--- src/rtl/uart_rx_fifo.sv ---
// Parametrised UART receiver with 3-sample majority vote, parity/stop checking, break
// detection and a show-ahead frame FIFO holding {perr, ferr, data} per entry.
module uart_rx_fifo #(
  parameter int CLK_FREQ   = 100_000_000,
  parameter int BAUD       = 9600,
  parameter int OVERSAMPLE = 16,
  parameter int DATA_BITS  = 8,
  parameter int PARITY     = 0,
  parameter int STOP_BITS  = 1,
  parameter int FIFO_DEPTH = 4
) (
  input  logic                          clk,
  input  logic                          reset,
  input  logic                          rxd,
  input  logic                          rd,
  output logic                          valid,
  output logic [DATA_BITS-1:0]          data,
  output logic                          ferr,
  output logic                          perr,
  output logic [$clog2(FIFO_DEPTH):0]   count,
  output logic                          brk,
  output logic                          ovf
);

  localparam int DIV   = CLK_FREQ / (BAUD * OVERSAMPLE);
  localparam int DIV_W = (DIV > 1) ? $clog2(DIV) : 1;
  localparam int OS_W  = $clog2(OVERSAMPLE);
  localparam int BC_W  = $clog2(DATA_BITS);
  localparam int AW    = $clog2(FIFO_DEPTH);
  localparam int EW    = DATA_BITS + 2;

  localparam logic [DIV_W-1:0] DIV_LAST = DIV_W'(DIV - 1);
  localparam logic [OS_W-1:0]  OS_S0    = OS_W'(OVERSAMPLE / 2 - 1);
  localparam logic [OS_W-1:0]  OS_S1    = OS_W'(OVERSAMPLE / 2);
  localparam logic [OS_W-1:0]  OS_MID   = OS_W'(OVERSAMPLE / 2 + 1);
  localparam logic [OS_W-1:0]  OS_LAST  = OS_W'(OVERSAMPLE - 1);
  localparam logic [BC_W-1:0]  BIT_LAST = BC_W'(DATA_BITS - 1);
  localparam logic             STP_LAST = 1'(STOP_BITS - 1);

  typedef enum logic [2:0] {S_IDLE, S_START, S_DATA, S_PAR, S_STOP, S_BREAK} state_t;

  function automatic logic maj3(input logic a, input logic b, input logic c);
    return (a & b) | (a & c) | (b & c);
  endfunction

  state_t              state, state_nx;
  logic                rxd_p0, rxd_p1, rxd_prev;
  logic [DIV_W-1:0]    div_cnt;
  logic [OS_W-1:0]     os_cnt;
  logic [BC_W-1:0]     bit_cnt;
  logic                stop_cnt;
  logic                smp0, smp1;
  logic [DATA_BITS-1:0] shift;
  logic                perr_r, ferr_r, all_low;
  logic                fall, start_acc, tick, at_s0, at_s1, at_mid, at_end, bit_val;
  logic                push, brk_set;
  logic [EW-1:0]       mem [FIFO_DEPTH];
  logic [AW-1:0]       wr_ptr, rd_ptr;
  logic [AW:0]         cnt;
  logic                full, pop, wr_en;

  // Stage p0/p1: two-flop synchroniser; rxd_prev feeds the falling-edge detector
  always_ff @(posedge clk) begin
    if (!reset) begin
      rxd_p0   <= 1'b1;
      rxd_p1   <= 1'b1;
      rxd_prev <= 1'b1;
    end else begin
      rxd_p0   <= rxd;
      rxd_p1   <= rxd_p0;
      rxd_prev <= rxd_p1;
    end
  end

  assign fall      = rxd_prev & ~rxd_p1;
  assign start_acc = (state == S_IDLE) && fall;
  assign tick      = (div_cnt == DIV_LAST);
  assign at_s0     = tick && (os_cnt == OS_S0);
  assign at_s1     = tick && (os_cnt == OS_S1);
  assign at_mid    = tick && (os_cnt == OS_MID);
  assign at_end    = tick && (os_cnt == OS_LAST);
  assign bit_val   = maj3(smp0, smp1, rxd_p1);

  always_ff @(posedge clk) begin
    if (!reset || start_acc) begin
      div_cnt <= '0;
      os_cnt  <= '0;
    end else if (tick) begin
      div_cnt <= '0;
      os_cnt  <= (os_cnt == OS_LAST) ? '0 : os_cnt + 1'b1;
    end else begin
      div_cnt <= div_cnt + 1'b1;
    end
  end

  always_ff @(posedge clk) begin
    if (!reset) state <= S_IDLE;
    else        state <= state_nx;
  end

  always_comb begin
    state_nx = state;
    push     = 1'b0;
    brk_set  = 1'b0;
    case (state)
      S_IDLE:  if (fall) state_nx = S_START;
      S_START: begin
        if (at_mid && bit_val) state_nx = S_IDLE;
        else if (at_end)       state_nx = S_DATA;
      end
      S_DATA:  if (at_end && bit_cnt == BIT_LAST) state_nx = (PARITY != 0) ? S_PAR : S_STOP;
      S_PAR:   if (at_end) state_nx = S_STOP;
      S_STOP:  begin
        // Frame completes mid final stop bit so back-to-back frames are not missed
        if (at_mid && stop_cnt == STP_LAST) begin
          if (shift == '0 && all_low && !bit_val) begin
            state_nx = S_BREAK;
          end else begin
            push     = 1'b1;
            state_nx = S_IDLE;
          end
        end
      end
      S_BREAK: begin
        if (rxd_p1) begin
          brk_set  = 1'b1;
          state_nx = S_IDLE;
        end
      end
      default: state_nx = S_IDLE;
    endcase
  end

  // Frame datapath: counters and flags are re-armed on every accepted start edge
  always_ff @(posedge clk) begin
    if (at_s0) smp0 <= rxd_p1;
    if (at_s1) smp1 <= rxd_p1;
    if (start_acc) begin
      bit_cnt  <= '0;
      stop_cnt <= 1'b0;
      perr_r   <= 1'b0;
      ferr_r   <= 1'b0;
      all_low  <= 1'b1;
    end else begin
      if (state == S_DATA && at_mid) shift <= {bit_val, shift[DATA_BITS-1:1]};
      if (state == S_DATA && at_end) bit_cnt <= bit_cnt + 1'b1;
      if (state == S_PAR && at_mid)
        perr_r <= bit_val != ((PARITY == 1) ? ~(^shift) : ^shift);
      if (state == S_STOP && at_mid) begin
        if (!bit_val) ferr_r  <= 1'b1;
        else          all_low <= 1'b0;
      end
      if (state == S_STOP && at_end) stop_cnt <= 1'b1;
    end
  end

  assign full  = (cnt == (AW+1)'(FIFO_DEPTH));
  assign valid = (cnt != '0);
  assign pop   = rd && valid;
  assign wr_en = push && (!full || pop);
  assign count = cnt;
  assign {perr, ferr, data} = valid ? mem[rd_ptr] : '0;

  always_ff @(posedge clk) begin
    if (wr_en) mem[wr_ptr] <= {perr_r, ferr_r | ~bit_val, shift};
  end

  // Stage p2: FIFO pointers and registered event pulses
  always_ff @(posedge clk) begin
    if (!reset) begin
      wr_ptr <= '0;
      rd_ptr <= '0;
      cnt    <= '0;
      brk    <= 1'b0;
      ovf    <= 1'b0;
    end else begin
      if (wr_en) wr_ptr <= wr_ptr + 1'b1;
      if (pop)   rd_ptr <= rd_ptr + 1'b1;
      if (wr_en && !pop)      cnt <= cnt + 1'b1;
      else if (!wr_en && pop) cnt <= cnt - 1'b1;
      brk <= brk_set;
      ovf <= push && full && !pop;
    end
  end

endmodule

--- config.mk ---
export PLATFORM = sky130hd
export DESIGN_NAME = uart_rx_fifo
export DESIGN_NICKNAME = d
export VERILOG_FILES = /design/src/rtl/uart_rx_fifo.sv
export SDC_FILE = /design/constraint.sdc
export NUM_CORES = 1
export LEC_CHECK = 0
export ABC_AREA = 1
export BUFFER_PORTS_ARGS = -buffer_cell sky130_fd_sc_hd__buf_2
export CORE_MARGIN = 2
export CORE_UTILIZATION = 35
export CTS_CLUSTER_SIZE = 8
export DETAILED_ROUTE_END_ITERATION = 7
export SETUP_SLACK_MARGIN = 0.15
export SKIP_CTS_REPAIR_TIMING = 1
export SYNTH_ARGS = -nofsm -noshare
export SYNTH_HDL_FRONTEND = slang
export SYNTH_SLANG_ARGS = --single-unit
--- constraint.sdc ---
create_clock -name clk -period 3.3 [get_ports clk]
set_input_delay 0.66 -clock clk [delete_from_list [all_inputs] [get_ports clk]]
set_output_delay 0.66 -clock clk [all_outputs]
set_load 0.1 [all_outputs]
==> flow_summary.ini <==
[synthesis]
seq_area_frac_synth = 0.575
yosysWarnings = 0
yosysMostFrequentCell = nor2_1
synth_seq_cells = 88
syn_inst = 427
syn-cell-area_um2 = 3940
async_flop_share = 0
synth.avg_cell_area_um2 = 9.22
synth_edf_count = 50
syn_nets = 448
ys_types = 28
ys.flop_type = edfxtp_1
synthTopCellsByCount = nor2_1, nand2_1, edfxtp_1
yosysTopAreaCell = edfxtp_1
synth.top_cells.by_area = edfxtp_1, dfxtp_1, nor2_1
synth_top_area_frac = 0.381

[die]
die_area_um2 = 12100
ios = 20
start_util = 0.362
core_area_um2 = 10900
rows = 38
die_w_um = 110
die_h_um = 110

[run_status]
outcome = completed

[pwr]
intPower_mw = 2.01
pwr-share-clk = 0.247
p_per_area_nw_per_um2 = 791
combPwrFrac = 0.405
p_sw_frac = 0.446
ir_drop_mv = 0.657
power.switching_mw = 1.62
power.leakage_nw = 1.75
power_frac_seq = 0.348

[clock_tree]
ctsHtreeMaxLevel = 3
clk_pin_slew_ns = 0.09
clock-root-buffer = clkbuf_8
cts_sinks = 88
insertion_delay_ns = 0.36
cts_tree = done
cts_buffer_depth = 2
cts_buffers = 9

[critical_path]
cp_max_fo = 20
critPathBufInv = 2
crit_family = buffers and inverters
critPathKind = flip-flop to output port
cpPeakStageDelay_ns = 0.45
crit_slowest_cell = inv_1
path_cells = inv_1, o21ai_0, a21oi_4, buf_2
worst_ep_arrival_time_ns = 2.17
end_kind = output port
required_ns = 2.64
startpoint_type = flip-flop

[timing]
hold_ws_ns = 0.424
slew_headroom = 0.487
min_period_ns = 2.83
setup_tns_ns = 0
setup_violations = 0
hold_violations = 0
drv_slew = 0
skew_ns = 0.00895
rsz0062_at_grt = no
worstMarginPinSlew_ns = 0.767
setup_ws_ns = 0.467
fmax_ghz = 0.353
post-route-period-util = 0.858

[route]
drt_iter0_drc = 110
routed_via_density = 4.67
met1Wirelength_um = 3210
wl_met3_um = 374
routed_wirelength_um = 7630
drt_first_pass_iters = 4
wl_met2_um = 3950
top_layer = met4
vias = 2808
ant_nets = 0
wl_per_cell_um = 12.7
drc = 0

[global_routing]
antenna_found_initial = 0
grt_pass1_wl_um = 12500
groute.usage.overall = 0.138
grt_pass1_vias = 2683
grt_overflow_total = 0
grt_max_degree = 21

[cells_and_area]
area_growth_syn_to_layout_pct = 16.8
seqCellArea_um2 = 2270
multi_input_comb_area_um2 = 1550
nets = 477
fillCellCount = 1070
drive_gt1_frac = 0.163
fin_util = 0.422
antenna_cells = 0

[place]
place_congestion = 0.903
dpl.hpwl_um = 5360
pre_cts_slack_ns = 0.726
portBuffers = 19

[hold_path]
hold_path.class = flip-flop to flip-flop

[flow_run]
drv_cap = 0
-- kinds of logic (layout without fill, tap and decap cells) --
group | after synthesis | in the layout | share of synthesized area
flip-flops | 88 | 88 | 0.575
AND/OR/NAND/NOR | 179 | 179 | 0.201
XOR/XNOR | 6 | 6 | 0.0134
AO/OA/AOI/OAI | 71 | 71 | 0.0922
adder cells (fa/ha/maj) | 17 | 17 | 0.0559
buffers and inverters | 66 | 100 | 0.0633
-- power by group through the flow --
stage | Combinational, mW | Clock (mW) | Sequential (mW)
floorplan | 1.17 | 0 | 1.37
global placement | 1.47 | 0 | 1.29
detailed placement | 1.47 | 0 | 1.29
CTS | 1.48 | 0.923 | 1.27
global route | 1.58 | 0.960 | 1.28
finish | 1.47 | 0.898 | 1.27
-- worst reg2reg max path: cells and delay by family (launching register included) --
kind / cells / cell delay, ns
buf+inv: 3 / 0.25
flops: 1 / 0.46
fa+ha+maj: 3 / 0.71
simple gates: 3 / 0.40
compound gates: 5 / 0.66
-- registers in the layout, indices dropped and copies added, names as in the netlist, 3 cells and up, named ones only --
signal and cells:
shift 8, os_cnt 4, bit_cnt 3, count 3
div_cnt 10, mem 40, state 3
-- layer usage --
metal | track usage | vias up
met1 | 0.153 | 1290
met3 | 0.0341 | 11
met5 | 0 | -
met4 | 0.0470 | 0
met2 | 0.257 | 50
li1 | - | 1457
-- through the flow --
| step | cells | total power [mW] | cell area (um^2) |
|---|---|---|---|
| 2_1_floorplan | 427 | 2.54 | 4060 |
| 4_1_cts | 601 | 3.67 | 4600 |
| 3_3_place_gp | 585 | 2.75 | 4350 |
| 6_report | 601 | 3.64 | 4600 |
| 3_5_place_dp | 585 | 2.77 | 4350 |
| 5_1_grt | 601 | 3.81 | 4600 |
-- cell type report --
type,instances,share of cell area
clock buffer,10,0.0278
clock inverter,6,0.0256
inverter,58,0.0474
multi-input combinational,273,0.336
sequential,88,0.493
tap,140,0.0381
timing repair buffer,26,0.0321
-- final timing paths --
kind                            to                from  slack [ns]  cells after the start
max                        data[6]           flip-flop        0.47                      4
min reg2reg      rxd_p1$_SDFF_PN1_   rxd_p0$_SDFF_PN1_        0.42                      1
max reg2reg  count[2]$_SDFFE_PN0P_  shift[2]$_DFFE_PP_        0.70                     14
min              rxd_p1$_SDFF_PN1_   rxd_p0$_SDFF_PN1_        0.42                      1
-- placed cells by master, fill, tap and decap left out, types with 3 or more instances in the layout --
cell type	n
a21oi_1	20
a21oi_4	10
buf_2	19
buf_4	7
bufinv_16	3
clkbuf_8	9
dfxtp_1	35
dfxtp_2	3
edfxtp_1	50
ha_1	16
inv_1	47
inv_2	9
nand2_1	50
nand3_1	14
nand4_1	5
nor2_1	90
nor2_4	4
nor3_1	8
o21ai_0	35
o21ai_1	3
xnor2_1	4
(Power assumes the default switching activity.)
